==> src/rtl/sevenseg_pkg.sv <==
// Shared definitions for the 7-segment encoder and capture blocks:
// segment bit order, the pattern for each displayable symbol, and the
// 4-bit codes those symbols map to.
package sevenseg_pkg;

  // Segment bit order inside a pattern: bit0=a ... bit6=g, 1 = lit.
  localparam int SEG_A = 0;
  localparam int SEG_B = 1;
  localparam int SEG_C = 2;
  localparam int SEG_D = 3;
  localparam int SEG_E = 4;
  localparam int SEG_F = 5;
  localparam int SEG_G = 6;

  localparam int SEG_W  = 7;
  localparam int CODE_W = 4;

  // Patterns written g..a, MSB first.
  localparam logic [SEG_W-1:0] SEG_0       = 7'b0111111;
  localparam logic [SEG_W-1:0] SEG_1       = 7'b0000110;
  localparam logic [SEG_W-1:0] SEG_2       = 7'b1011011;
  localparam logic [SEG_W-1:0] SEG_3       = 7'b1001111;
  localparam logic [SEG_W-1:0] SEG_4       = 7'b1100110;
  localparam logic [SEG_W-1:0] SEG_5       = 7'b1101101;
  localparam logic [SEG_W-1:0] SEG_6       = 7'b1111101;
  localparam logic [SEG_W-1:0] SEG_7       = 7'b0000111;
  localparam logic [SEG_W-1:0] SEG_8       = 7'b1111111;
  localparam logic [SEG_W-1:0] SEG_9       = 7'b1101111;
  localparam logic [SEG_W-1:0] SEG_CORRECT = 7'b0111001;
  localparam logic [SEG_W-1:0] SEG_ERROR   = 7'b1111001;
  localparam logic [SEG_W-1:0] SEG_OFF     = 7'b0000000;
  localparam logic [SEG_W-1:0] SEG_QUERY   = 7'b1001011;

  localparam logic [CODE_W-1:0] CODE_CORRECT = 4'd10;
  localparam logic [CODE_W-1:0] CODE_ERROR   = 4'd11;
  localparam logic [CODE_W-1:0] CODE_OFF     = 4'd12;
  localparam logic [CODE_W-1:0] CODE_QUERY   = 4'd13;
  localparam logic [CODE_W-1:0] CODE_INVALID = 4'd15;

  // Capture state: nothing accepted yet, or holding an accepted pattern.
  typedef enum logic {
    EMPTY  = 1'b0,
    LOCKED = 1'b1
  } cap_state_t;

endpackage

==> src/rtl/sevenseg_capture_if.sv <==
// Sample/result bundle between a segment source and the capture block.
interface sevenseg_capture_if
  import sevenseg_pkg::*;
#(
  parameter int ERR_W = 8
);
  logic              en;
  logic [SEG_W-1:0]  seg;
  logic              clr_err;
  logic [CODE_W-1:0] value;
  logic              valid;
  logic              invalid;
  logic              changed;
  logic [ERR_W-1:0]  err_count;

  modport master (
    output en, seg, clr_err,
    input  value, valid, invalid, changed, err_count
  );

  modport slave (
    input  en, seg, clr_err,
    output value, valid, invalid, changed, err_count
  );
endinterface

==> src/rtl/sevenseg_pattern_decode.sv <==
// Combinational segment-pattern to display-code decoder. Any pattern not
// in the symbol table decodes to CODE_INVALID with invalid_o set.
module sevenseg_pattern_decode
  import sevenseg_pkg::*;
(
  input  logic [SEG_W-1:0]  pattern_i,
  output logic [CODE_W-1:0] code_o,
  output logic              invalid_o
);

  // Exact-match lookup of every known symbol.
  always_comb begin
    code_o = CODE_INVALID;
    case (pattern_i)
      SEG_0:       code_o = 4'd0;
      SEG_1:       code_o = 4'd1;
      SEG_2:       code_o = 4'd2;
      SEG_3:       code_o = 4'd3;
      SEG_4:       code_o = 4'd4;
      SEG_5:       code_o = 4'd5;
      SEG_6:       code_o = 4'd6;
      SEG_7:       code_o = 4'd7;
      SEG_8:       code_o = 4'd8;
      SEG_9:       code_o = 4'd9;
      SEG_CORRECT: code_o = CODE_CORRECT;
      SEG_ERROR:   code_o = CODE_ERROR;
      SEG_OFF:     code_o = CODE_OFF;
      SEG_QUERY:   code_o = CODE_QUERY;
      default:     code_o = CODE_INVALID;
    endcase
  end

  assign invalid_o = (code_o == CODE_INVALID);

endmodule

==> src/rtl/sevenseg_capture.sv <==
// Receive side of the 7-segment link: registers the incoming pattern,
// requires it to hold for STABLE_CYCLES enabled samples before accepting
// it, decodes the accepted pattern and counts undecodable accepts.
module sevenseg_capture
  import sevenseg_pkg::*;
#(
  parameter int STABLE_CYCLES = 4,
  parameter int ERR_W         = 8
)(
  input  logic               clk,
  input  logic               rst,
  sevenseg_capture_if.slave  bus
);

  // 8 bits covers the full legal STABLE_CYCLES range of 1..255.
  localparam int                CNT_W      = 8;
  localparam logic [CNT_W-1:0]  STABLE_CNT = CNT_W'(STABLE_CYCLES);

  logic [SEG_W-1:0]  seg_q;
  logic [SEG_W-1:0]  cand_q, cand_d;
  logic [CNT_W-1:0]  cnt_q, cnt_d;
  logic [SEG_W-1:0]  acc_q;
  cap_state_t        state_q;
  logic [CODE_W-1:0] value_q;
  logic              valid_q;
  logic              invalid_q;
  logic              changed_q;
  logic [ERR_W-1:0]  err_q;

  logic [CODE_W-1:0] dec_code;
  logic              dec_invalid;
  logic              accept;

  // The pattern being judged is seg_q, which becomes the candidate this edge.
  sevenseg_pattern_decode u_decode (
    .pattern_i (seg_q),
    .code_o    (dec_code),
    .invalid_o (dec_invalid)
  );

  // Stability counter next state and accept decision.
  always_comb begin
    cand_d = cand_q;
    cnt_d  = cnt_q;
    if (seg_q == cand_q) begin
      if (cnt_q < STABLE_CNT) cnt_d = cnt_q + 1'b1;
    end else begin
      cand_d = seg_q;
      cnt_d  = CNT_W'(1);
    end
    accept = bus.en && (cnt_d == STABLE_CNT) &&
             ((state_q == EMPTY) || (seg_q != acc_q));
  end

  // Input sample and candidate tracking; frozen while en is low.
  always_ff @(posedge clk) begin
    if (rst) begin
      seg_q  <= '0;
      cand_q <= '0;
      cnt_q  <= '0;
    end else if (bus.en) begin
      seg_q  <= bus.seg;
      cand_q <= cand_d;
      cnt_q  <= cnt_d;
    end
  end

  // Accept FSM with registered outputs; changed drops every edge unless re-armed.
  always_ff @(posedge clk) begin
    if (rst) begin
      state_q   <= EMPTY;
      acc_q     <= '0;
      value_q   <= '0;
      valid_q   <= 1'b0;
      invalid_q <= 1'b0;
      changed_q <= 1'b0;
    end else begin
      changed_q <= 1'b0;
      case (state_q)
        EMPTY, LOCKED: begin
          if (accept) begin
            acc_q     <= seg_q;
            value_q   <= dec_code;
            invalid_q <= dec_invalid;
            valid_q   <= 1'b1;
            changed_q <= 1'b1;
            state_q   <= LOCKED;
          end
        end
        default: state_q <= EMPTY;
      endcase
    end
  end

  // Saturating invalid-accept counter; clear beats increment and ignores en.
  always_ff @(posedge clk) begin
    if (rst) begin
      err_q <= '0;
    end else if (bus.clr_err) begin
      err_q <= '0;
    end else if (accept && dec_invalid && !(&err_q)) begin
      err_q <= err_q + 1'b1;
    end
  end

  assign bus.value     = value_q;
  assign bus.valid     = valid_q;
  assign bus.invalid   = invalid_q;
  assign bus.changed   = changed_q;
  assign bus.err_count = err_q;

endmodule

==> src/flat_wrapper.sv <==
// flat-port wrapper written by rule: the top's interface ports become plain ports
module sevenseg_capture_flat import sevenseg_pkg::*;
#(
  parameter int STABLE_CYCLES = 4,
  parameter int ERR_W         = 8
)
  (clk, rst, bus_en, bus_seg, bus_clr_err, bus_value, bus_valid, bus_invalid, bus_changed, bus_err_count);
  sevenseg_capture_if #(.ERR_W(ERR_W)) bus_i ();
  input  logic clk;
  input  logic rst;
  input wire logic [$bits(bus_i.en)-1:0] bus_en;
  input wire logic [$bits(bus_i.seg)-1:0] bus_seg;
  input wire logic [$bits(bus_i.clr_err)-1:0] bus_clr_err;
  output wire logic [$bits(bus_i.value)-1:0] bus_value;
  output wire logic [$bits(bus_i.valid)-1:0] bus_valid;
  output wire logic [$bits(bus_i.invalid)-1:0] bus_invalid;
  output wire logic [$bits(bus_i.changed)-1:0] bus_changed;
  output wire logic [$bits(bus_i.err_count)-1:0] bus_err_count;
  assign bus_i.en = bus_en;
  assign bus_i.seg = bus_seg;
  assign bus_i.clr_err = bus_clr_err;
  assign bus_value = bus_i.value;
  assign bus_valid = bus_i.valid;
  assign bus_invalid = bus_i.invalid;
  assign bus_changed = bus_i.changed;
  assign bus_err_count = bus_i.err_count;
  sevenseg_capture #(.STABLE_CYCLES(STABLE_CYCLES), .ERR_W(ERR_W)) u_core (.clk(clk), .rst(rst), .bus(bus_i));
endmodule
==> config.mk <==
export PLATFORM = sky130hd
export DESIGN_NAME = sevenseg_capture_flat
export DESIGN_NICKNAME = d
export VERILOG_FILES = /design/src/rtl/sevenseg_pkg.sv /design/src/rtl/sevenseg_capture_if.sv /design/src/rtl/sevenseg_pattern_decode.sv /design/src/rtl/sevenseg_capture.sv /design/src/flat_wrapper.sv
export SDC_FILE = /design/constraint.sdc
export NUM_CORES = 1
export LEC_CHECK = 0
export CAP_MARGIN = 10
export CORE_UTILIZATION = 53
export CTS_CLUSTER_DIAMETER = 120
export CTS_CLUSTER_SIZE = 8
export DETAILED_ROUTE_END_ITERATION = 10
export PLACE_DENSITY = 0.77
export RECOVER_POWER = 25
export SLEW_MARGIN = 20
export SYNTH_ARGS = -nofsm -noshare
export SYNTH_HDL_FRONTEND = slang
export SYNTH_SLANG_ARGS = --single-unit
==> constraint.sdc <==
create_clock -name clk -period 2.57 [get_ports clk]
set_input_delay 0.514 -clock clk [delete_from_list [all_inputs] [get_ports clk]]
set_output_delay 0.514 -clock clk [all_outputs]
set_load 0.005 [all_outputs]
---- Word-level counts from Yosys, hierarchy flattened ----
Cells that the tools add are included.
word-level totals
  flip-flop bits (word level) ............. 44
  bits in latches ......................... 0
  RAM bits ................................ 0
  bits in read-only memories .............. 0
  input port bits ......................... 11
  word-level logic and storage cells ...... 45
  memories ................................ 0
cells by class
  add/sub/neg operators ................... 2
  multiply operators ...................... 0
  div/mod/pow operators ................... 0
  $lt $le $gt $ge ......................... 1
  eq/ne operators ......................... 17
  shift operators ......................... 0
  mux-type cells .......................... 4
  bitwise logic cells ..................... 2
  reductions and logical operators ........ 10
operator list
  operator             number
  $eq 7x7->1 const B   9
  $pmux 4 s14          1
  $add 8x1->8 const B  2
  $mux 8               2
  $eq 7x3->1 const B   2
  $eq 7x6->1 const B   2
  $eq 8x3->1 const B   1
  $lt 8x3->1 const B   1
  $reduce_and 8->1     1
  $eq 7x7->1           1
  $logic_not 7->1      1
  $ne 7x7->1           1
  $eq 4x4->1 const B   1
  $logic_and 1x1->1    4
  $not 1->1            2
  $reduce_and 2->1     1
  $reduce_or 2->1      1
  $logic_not 1->1      1
  $logic_or 1x1->1     1
  $mux 1               1

---- Longest topological paths before layout ----
Gate-level depths: netlist of run 1.
  depth in word-level cells ............... 8
  mapped depth ............................ 9

---- Modules after synthesis ----
From an unflattened synthesis of run 1, not the netlist that was laid out.
second synthesis, totals
  cell total of the unflattened synthesis .. 268
  area total of the unflattened synthesis .. 2511.2 um2
modules (own cells, without submodules)
  module                   times used  cells an instance  area each (um2)  seq. area each (um2)
  sevenseg_capture         1           214                2094.5           880.8
  sevenseg_pattern_decode  1           54                 416.6            0.0

---- Worst setup path after synthesis of run 1 ----
Ideal clock, no wire load.
  kind .................................... input to register
  start point ............................. input bus_en
  end point ............................... register u_core.err_q[1] (netlist: u_core.bus.err_count[1])
  arrival ................................. 2.207 ns
  required time ........................... 2.440 ns
  setup slack ............................. 0.233 ns
  cell stages on the path ................. 8
  buffers on the path ..................... 2
  cell sequence ........................... clkbuf_1 -> inv_1 -> a2111oi_2 -> and4bb_2 -> o21ai_2 -> buf_2 -> o41ai_1 -> a21oi_1
on the way
  longest elaborated chain between the ends .. 4
RTL lines
  element                          line                     RTL
  start, declared                  flat_wrapper.sv:11       input wire logic [$bits(bus_i.en)-1:0] bus_en;
  $logic_and 1x1->1 (2 in series)  sevenseg_capture.sv:51   accept = bus.en && (cnt_d == STABLE_CNT) &&
  $logic_and 1x1->1 (2 in series)  sevenseg_capture.sv:101  end else if (accept && dec_invalid && !(&err_q)) begin
  end signal, assigned             sevenseg_capture.sv:102  err_q <= err_q + 1'b1;
  end, declared                    sevenseg_capture.sv:28   logic [ERR_W-1:0] err_q;
Every way passes these cells.
A chain may end at the register's enable or synchronous reset.

---- Worst setup path in the final report of run 1 ----
  start point ............................. register u_core.cnt_q[0]
  end point ............................... register u_core.err_q[4] (netlist: u_core.bus.err_count[4])
on the way
  longest elaborated chain between the ends .. 8
  elaborated cells between the ends (all ways) .. 9
  those cells by class .................... add/sub: 1; order compare: 1; eq/ne: 1; mux: 2; reduce/logical: 4
RTL lines
  element                                           line                     RTL
  start, declared                                   sevenseg_capture.sv:21   logic [CNT_W-1:0] cnt_q, cnt_d;
  start signal, assigned                            sevenseg_capture.sv:64   cnt_q <= cnt_d;
  $add 8x1->8 / $lt 8x3->1 (equally long branches)  sevenseg_capture.sv:46   if (cnt_q < STABLE_CNT) cnt_d = cnt_q + 1'b1;
  $mux 8 *                                          sevenseg_capture.sv:46
  $mux 8 *                                          sevenseg_capture.sv:45   if (seg_q == cand_q) begin
  $eq 8x3->1 *                                      sevenseg_capture.sv:51
  $logic_and 1x1->1 * (2 in series)                 sevenseg_capture.sv:51
  $logic_and 1x1->1 * (2 in series)                 sevenseg_capture.sv:101
Every way passes the cells marked *; elsewhere a longest branch is shown, timed or not.

==> results of run 1 <==
[routing by layer]
metal,part of all wire (%),GRT usage [%],vias to the layer above
li1,-,-,981
met1,52,30.0,910
met2,44,34.0,30
met3,3.1,5.74,5
met4,1.2,8.51,0
met5,0,0,-
[power breakdown]
group	internal, uW	switching [uW]
combinational	74.0	76.6
sequential	694	24.7
clock	343	240
total	1110	341
[through the flow]
step / instance area [sq um] / total power, uW / hold slack (ns) / utilization (%)
finish: 2760 / 1450 / 0.459 / 67.5
global route: 2760 / 1500 / 0.489 / 67.5
CTS: 2750 / 1450 / 0.465 / 67.4
detailed placement: 2630 / 885 / 0.449 / 64.3
global placement: 2630 / 883 / 0.441 / 64.3
floorplan: 2290 / 836 / 0.431 / -
[what timing repair did]
action	CTS	global route
endpoints found under the setup margin	0	5
buffers inserted	0	1
resized for setup	0	1
[area by class of cell]
cell class / instances / share of cell area, %
flip-flops and latches: 44 / 32.0
well taps: 50 / 2.27
clock inverters: 1 / 1.09
inverters: 4 / 0.544
multi-input cells: 185 / 47.1
clock buffers: 7 / 3.49
repair buffers: 42 / 13.6
[cell families (layout without fill, tap and decap cells)]
group	Yosys count	count (layout)
xor gates and xnor gates	15	15
adders and majority gates	2	2
and+or+nand+nor	110	110
buffers and inverters	23	54
AOI/OAI and AO/OA	33	33
muxes	25	25
DFF	44	44
[registers in the layout (all words and copies together), names as in the netlist]
register              count
u_core.cand_q             7
u_core.state_q            1
u_core.bus.value          4
u_core.acc_q              7
u_core.seg_q              7
u_core.bus.changed        1
u_core.bus.invalid        1
u_core.cnt_q              8
u_core.bus.err_count      8
[path summary, 6_finish.rpt]
kind	end	slack (ns)	depth (start not counted)
max	u_core.bus.err_count[4]	0.15	7
min	u_core.bus.invalid	0.46	2
min reg2reg	u_core.bus.invalid	0.46	2
max reg2reg	u_core.bus.err_count[4]	0.15	7
[placed cells by master (no fill, tap or decap), types with 2 or more instances in the layout]
| master | count |
|---|---|
| nand4b_1 | 3 |
| and4_1 | 2 |
| clkbuf_8 | 7 |
| nor4_1 | 6 |
| dlygate4sd3_1 | 2 |
| o31ai_1 | 3 |
| or3_1 | 5 |
| nor2_1 | 33 |
| mux2i_1 | 25 |
| nor3_1 | 5 |
| o21ai_0 | 2 |
| or2_2 | 3 |
| inv_1 | 3 |
| nor2b_1 | 3 |
| or4_1 | 5 |
| nor4b_1 | 2 |
| and2_1 | 6 |
| a2111oi_2 | 3 |
| ha_1 | 2 |
| xor2_1 | 4 |
| nand4_1 | 9 |
| nand3_1 | 6 |
| o41ai_1 | 2 |
| dfxtp_1 | 43 |
| nand2_1 | 9 |
| a21oi_1 | 11 |
| buf_4 | 16 |
| xnor2_1 | 11 |
| and3_1 | 4 |
| o31a_1 | 3 |
| clkdlybuf4s50_1 | 23 |
[critical path: stages (launching register included)]
cell	delay, ns
dfxtp_2	0.36
ha_1	0.30
nand4bb_1	0.23
a2111oi_2	0.36
and4bb_2	0.31
o21ai_2	0.14
or4_1	0.53
a21oi_1	0.15
[Yosys cell counts (4+ instances only)]
cell type,instances
and2_1,6
and3_1,4
xnor2_1,11
nand2_1,9
nand4_1,9
mux2i_1,25
a21oi_1,11
or3_1,5
nor3_1,5
nand3_1,6
nor4_1,6
or4_1,5
buf_2,7
nor2_1,33
dfxtp_1,44
xor2_1,4
clkbuf_1,9
==> flow_summary.ini, run 1 <==
[finish]
multi_input_area_sq_um = 1300
synthToLayoutAreaGrowth_pct = 20.5
drive_gt1_share_pct = 13.1
nets = 295
final_cells = 333
nFillCells = 343
diodes = 0
regArea_sq_um = 882

[critical_path]
critPathMaxFanout = 10
critical_path_arrival_ns = 2.66
cp-end-kind = register
r2r_start = u_core.cnt_q[0]
crit_start = u_core.cnt_q[0]
path_class = register to register
required_ns = 2.81
worst_setup_path_start_kind = register

[synthesis]
syn_area_per_cell_sq_um = 9.09
synth_cell_types = 50
synth-xor-area-share_pct = 5.74
synthTopCellsByArea = dfxtp_1, mux2i_1, nor2_1
syn_area_sq_um = 2290
muxShareOfSynthArea_pct = 10.9
synth_top_family_by_area = simple AND/OR/NAND/NOR gates
ys_ff_latch = 44
ys.flop_type = dfxtp_1
yosys.area_share.simple_pct = 27.9
synth_edf_count = 0
synth_compound_area_share_pct = 11.0
ys_seq_area_share_pct = 38.5
synth_nets = 265
synth_top_cell_area_share_pct = 38.5
synth_top_area_cell = dfxtp_1
netlist_instances = 252
synth_fa_ha_area_share_pct = 1.09
synth_warnings = 0
async_reset_ff_share_pct = 0

[global_routing]
grt_max_degree = 18
grt_antenna_before_repair = 0
grt_pass1_wl_mm = 7.60
grt_usage_pct = 22.4
grt_pass1_vias = 1658
grt.overflow.total = 0

[place]
port_buffers = 25
gp_congestion = 0.827
post-place-ws_ns = 0.0175
placed_cells = 324
place_hpwl_mm = 3.28

[floorplanning]
die_w_um = 67.7
chipHeight_um = 67.7
die-area_sq_um = 4590
start_util_pct = 56.0
core_sq_um = 4090
placement_rows = 23
io_pins = 26

[sta]
worst_pin_slew_ns = 0.724
tns_ns = 0
rsz0062_at_grt = false
setup_slack_ns = 0.151
max_freq_mhz = 413
period_needed_ns = 2.42
setup_viol = 0
finClkSkew_ns = 0.0108
slew-limit-headroom_pct = 51.8
slew_violations = 0
hold_viol_final = 0
period_share_pct = 94.1

[clock_tree]
cts_made_buffers = 5
clkTransAtPathRegs_ns = 0.09
cts_tree = done
clockRootBuffer = clkbuf_8
htreeDepth = 2
cts.path.max_buffers = 2
cts-hold-fix-buffers = 0
clock-sinks = 44
worstSkewPairLatency_ns = 0.30

[drt]
postRouteAntennaNets = 0
drcViolationCount = 0
vias = 1926
wl_mm = 4.62
first_iter_violations = 127
avgRoutedWirePerCell_um = 13.9
viasPerCell = 5.78
drtPass1Iterations = 4

[pwr]
p_leak_uw = 0.00110
ir_worst_vdd_uv = 644
p_per_area_nw_per_um2 = 527

[worst_hold_path]
hp-class = register to register
worstHoldStart = u_core.bus.invalid

[flow_run]
max_cap_violations = 0

[run_status]
outcome = complete, no violations
No activity file was read; power rests on OpenSTA's default activity.
==> run 2: changes to the inputs <==
--- a/config.mk
+++ b/config.mk
@@ -12,7 +12,7 @@
 export DETAILED_ROUTE_END_ITERATION = 10
 export PLACE_DENSITY = 0.77
 export RECOVER_POWER = 25
-export SLEW_MARGIN = 20
 export SYNTH_ARGS = -nofsm -noshare
 export SYNTH_HDL_FRONTEND = slang
 export SYNTH_SLANG_ARGS = --single-unit
+export TNS_END_PERCENT = 100
==> results of run 2 <==
Same layout as run 1: the final DEF is identical, and so are final timing and power.
==> variant 1 (flow settings as in run 1) <==
Reset style: asynchronous (`rst`), changed in 3 clocked blocks.
--- a/src/rtl/sevenseg_capture.sv
+++ b/src/rtl/sevenseg_capture.sv
@@ -53,7 +53,7 @@
   end
 
   // Input sample and candidate tracking; frozen while en is low.
-  always_ff @(posedge clk) begin
+  always_ff @(posedge clk or posedge rst) begin
     if (rst) begin
       seg_q  <= '0;
       cand_q <= '0;
@@ -66,7 +66,7 @@
   end
 
   // Accept FSM with registered outputs; changed drops every edge unless re-armed.
-  always_ff @(posedge clk) begin
+  always_ff @(posedge clk or posedge rst) begin
     if (rst) begin
       state_q   <= EMPTY;
       acc_q     <= '0;
@@ -93,7 +93,7 @@
   end
 
   // Saturating invalid-accept counter; clear beats increment and ignores en.
-  always_ff @(posedge clk) begin
+  always_ff @(posedge clk or posedge rst) begin
     if (rst) begin
       err_q <= '0;
     end else if (bus.clr_err) begin
Check against the original RTL: differs if rst is asserted again (counterexample within 10 cycles, from zero or initial values and one cycle with rst high); with rst held inactive, the same outputs for 10 cycles.
==> variant 1 against run 1 <==
  * Synthesized area fell by 0.93%
  * Highest routed layer unchanged
  * Critical path depth did not move
  * Cell count fell by 12%
  * Clock skew fell by 0.0052 ns
  * Utilization rose by 1.0 points
  * Cell area rose by 0.82%
  * Total power fell by 3.3%
  * Worst setup slack got worse by 0.081 ns
  * Sequential cell count did not move
  * Worst hold slack improved by 0.036 ns
  * Clock power fell by 30%
  * Critical path type unchanged
  * Wire length fell by 7.6%
==> variant 1: results (changes against run 1) <==
Timing
  • Layout Skew: 0.00553 ns (was 0.0108 ns)
  • Least-Margin Pin Slew: 1.07 ns (was 0.724 ns)

Worst setup path
  • R2r setup slk: 0.07 ns (was 0.15 ns)
  • Worst Setup SP: u_core.cnt_q[6]$_DFFE_PP0P_ (was u_core.cnt_q[0]$_SDFFE_PP0P_)
  • Delay of the slowest critical-path stage: 0.59 ns (was 0.53 ns)
  • CP max FO: 5 (was 10)

Route
  • Vias/cell: 5.88 (was 5.78)
  • Routed via count: 1724 (was 1926)

Finish
  • Multi-input gates: 140 (was 185)
  • Non-CTS inverters: 6 (was 4)
  • Nonclk buf count: 46 (was 42)
  • Clock-cell share: 2.79% (was 4.58%)
  • Non-clock buffers, area share: 14.6% (was 13.6%)
  • Share of post-route cells with drive strength above 1: 28.0% (was 13.1%)
  • Clock buffer count: 6 (was 7)

Status
  • Run status: completed (unchanged)

Min path
  • Hold Startpoint: u_core.cnt_q[6]$_DFFE_PP0P_ (was u_core.bus.invalid$_SDFFE_PP0P_)
  • Min-Delay Endpoint: u_core.cnt_q[6]$_DFFE_PP0P_ (was u_core.bus.invalid$_SDFFE_PP0P_)

GRT
  • Total track usage: 21.7% (was 22.4%)

Place
  • Post-Place Cells: 283 (was 324)
  • Routability cong.: 0.808 (was 0.827)

Yosys
  • Synth area leaders: dfrtp_1 (49%), mux2_2 (12%), xnor2_1 (4.2%) (was dfxtp_1 (38%), mux2i_1 (11%), nor2_1 (5.4%))
  • Asr flop ratio synth: 100% (was 0%)
  • Cell variety after synth: 47 (was 50)
  • Seq/Total Area, Yosys: 48.5% (was 38.5%)
  • Post-synth top cells: dfrtp_1 (44), mux2_2 (24), xnor2_1 (11), nor2_1 (10) (was dfxtp_1 (44), nor2_1 (33), mux2i_1 (25), a21oi_1 (11), xnor2_1 (11))
-- variant 1: cell count changes in the layout (fill, tap and decap cells not counted), sizes merged, moves of 4 or more --
cell,delta
buf,+4
dfrtp,+44
dfxtp,-44
mux2,+24
mux2i,-24
nand4,-4
nor2,-23
o21ai,+4
-- variant 1: logic make-up after synthesis --
group / count (synthesis) / share of synthesized area, %
mux: 25 / 12.4
simple gates: 61 / 16.1
fa+ha+maj: 2 / 1.10
buf+inv: 21 / 4.80
xor+xnor: 15 / 5.79
compound gates: 36 / 11.3
flops: 44 / 48.5
-- variant 1: stage by stage --
stage               TNS [ns]  utilization, %  worst slack, ns  instance area (sq um)
floorplan                  0               -          0.00929                   2270
global placement           0            65.0          0.00460                   2640
detailed placement   -0.0541            65.0          -0.0354                   2640
CTS                        0            67.2           0.0102                   2730
global route         -0.0181            68.5          -0.0181                   2780
finish                     0            68.5           0.0706                   2780
-- variant 1: worst register-to-register path: cells and delay by family, from the launching register on --
| kind | cells | cell delay, ns |
|---|---|---|
| flip-flops | 1 | 0.37 |
| AO/OA/AOI/OAI | 2 | 0.29 |
| AND/OR/NAND/NOR | 4 | 1.61 |
| buffers and inverters | 1 | 0.17 |
-- variant 1: power breakdown --
part           switching [mW]  internal [mW]
clock                   0.222          0.185
combinational           0.116          0.121
sequential             0.0351          0.726
total                   0.373           1.03
-- variant 1: what timing repair did --
action                                  CTS  global route
gates cloned                              0             1
gates resized for setup                   2            11
setup buffers                             0             2
pin swaps                                 1             7
endpoints found under the setup margin    5             8
-- variant 1: per-layer routing --
metal  up-vias  share of wire (%)  GRT usage, %
li1        827                  -             -
met1       841                 47          30.2
met2        49                 46          32.6
met3         7                4.7          4.22
met4         0                1.7          9.31
met5         -                  0             0
==> variant 2 (settings of run 1) <==
Without the edit above. `CODE_W`: 4 -> 5.
--- a/src/rtl/sevenseg_pkg.sv
+++ b/src/rtl/sevenseg_pkg.sv
@@ -13,7 +13,7 @@
   localparam int SEG_G = 6;
 
   localparam int SEG_W  = 7;
-  localparam int CODE_W = 4;
+  localparam int CODE_W = 5;
 
   // Patterns written g..a, MSB first.
   localparam logic [SEG_W-1:0] SEG_0       = 7'b0111111;
Ports: changed (resized bus_value); port bits go from 26 to 27. No check against the original RTL was run, so the function may have changed too.
==> variant 2 against run 1 <==
  * Cell count grew 1.8%
  * Cell area down 3.8%
  * Sequential cell count stayed put
  * Worst setup slack gained 0.055 ns
  * Utilization fell by 1.6 points
  * Total power is 14% lower
  * Count of clock-buffer cells in the layout down 2
  * Synthesized cell count rose by 4.4%
  * Synthesized area shrank 2.1%
  * Wire length down 3.4%
==> variant 2: results (changes against run 1) <==
Timing
  • Least-Margin Pin Slew: 0.998 ns (was 0.724 ns)
  • Layout Skew: 0.00543 ns (was 0.0108 ns)
  • Hold WS: 0.462 ns (was 0.459 ns)
  • Crit share post-route: 92.0% (was 94.1%)

Place
  • Post-DP HPWL: 3280 microns (about the same)
  • Routability cong.: 0.810 (was 0.827)
  • Area after DPL: 2590 sq um (was 2630 sq um)
  • Post-Place Cells: 334 (was 324)
  • Pre-CTS WS: 0.0867 ns (was 0.0175 ns)

Status
  • Run status: completed (unchanged)

Finish
  • Final Instance Area: 2660 sq um (was 2760 sq um)
  • Share of post-route cells with drive strength above 1: 10.4% (was 13.1%)
  • FILL cells: 358 (was 343)
  • Fin nets: 304 (was 295)

Worst setup path
  • Worst Setup SP: u_core.cnt_q[4]$_SDFFE_PP0P_ (was u_core.cnt_q[0]$_SDFFE_PP0P_)
  • R2r setup slk: 0.21 ns (was 0.15 ns)
  • CP max FO: 4 (was 10)
  • Delay of the slowest critical-path stage: 0.56 ns (was 0.53 ns)
  • R2r worst-path depth: 6 (was 7)
  • Arr. time, crit path: 2.58 ns (was 2.66 ns)
  • Slowest stage cell on the critical path: or4_1 (unchanged)

GRT
  • First-pass GRT wire length: 7710 microns (was 7600 microns)
  • Largest net degree at the start of global routing: 30 (was 18)
  • Total track usage: 22.8% (was 22.4%)
  • Vias in the first global route: 1711 (was 1658)

Yosys
  • Cell variety after synth: 51 (was 50)
  • Syn nets: 276 (was 265)
  • Synthesized area per cell: 8.52 sq um (was 9.09 sq um)
  • Post-synth top cells: dfxtp_1 (44), nor2_1 (32), nand2_1 (24), mux2i_1 (19) (was dfxtp_1 (44), nor2_1 (33), mux2i_1 (25), a21oi_1 (11), xnor2_1 (11))
  • Synth area leaders: dfxtp_1 (39%), mux2i_1 (8.5%), nor2_1 (5.4%) (was dfxtp_1 (38%), mux2i_1 (11%), nor2_1 (5.4%))
  • Seq/Total Area, Yosys: 39.3% (was 38.5%)

CTS
  • Post-CTS resize count: 0 (unchanged)
  • Htree depth: 2 (unchanged)
  • Num CTS Buffers: 5 (unchanged)
  • Clock root cell: clkbuf_8 (unchanged)

Pwr
  • Leak pwr: 0.995 nW (was 1.10 nW)
  • Clk pwr: 383 uW (was 583 uW)
  • Comb pwr share: 13.0% (was 10.4%)
  • Switching share of power: 24.8% (was 23.5%)
  • Worst VDD drop: 0.334 mV (was 0.644 mV)
  • Power Density: 473 nW/um^2 (was 527 nW/um^2)

Route
  • Iteration-0 DRC count of the detailed router: 129 (was 127)
  • Routed wire per std cell: 13.2 microns (was 13.9 microns)
  • Final WL: 4460 microns (was 4620 microns)
  • Vias/cell: 5.60 (was 5.78)
variant 2: changes by cell type after synthesis, sizes merged, moves of 4 or more:
cell and change:
nand2 +15, buf -7, clkbuf +7, mux2i -6, nor3 +6, a21oi +5, a2111oi -4, nor3b +4
variant 2: cell type report:
cell class / count / area share, %
repair buffers: 40 / 13.5
clock buffers: 5 / 2.59
inverters: 3 / 0.424
well taps: 50 / 2.36
flip-flops and latches: 44 / 33.2
multi-input cells: 197 / 47.9
variant 2: cells by family (layout without fill, tap and decap cells):
group                      Yosys count  in the layout  synth area share (%)
AOI/OAI and AO/OA                   38             38                  10.7
other                                1              1                 0.167
buffers and inverters               22             48                  3.91
xor gates and xnor gates            15             15                  5.86
adders and majority gates            2              2                  1.12
DFF                                 44             44                  39.3
and+or+nand+nor                    121            121                  29.9
muxes                               20             20                  8.99
variant 2: how the worst max path moves through the flow:
stage | to | depth (start not counted)
detailed placement | u_core.bus.err_count[4]$_SDFFE_PP0P_ | 6
CTS | u_core.bus.err_count[4]$_SDFFE_PP0P_ | 6
finish | u_core.bus.err_count[4]$_SDFFE_PP0P_ | 6
global route | u_core.bus.err_count[4]$_SDFFE_PP0P_ | 6
floorplan | u_core.bus.err_count[4]$_SDFFE_PP0P_ | 6
global placement | u_core.bus.err_count[4]$_SDFFE_PP0P_ | 6
variant 2: metal layers:
layer  wire length (microns)  up-vias  global-route usage (%)
li1                        -      976                       -
met1                    2130      875                    28.0
met2                    2110       41                    37.9
met3                     145        7                    4.28
met4                      72        0                    10.4
met5                       0        -                       0
variant 2: worst reg2reg max path: cells and delay by family, from the launching register on:
kind | cells | cell delay (ns)
AND/OR/NAND/NOR | 5 | 1.84
AO/OA/AOI/OAI | 1 | 0.15
flip-flops | 1 | 0.31
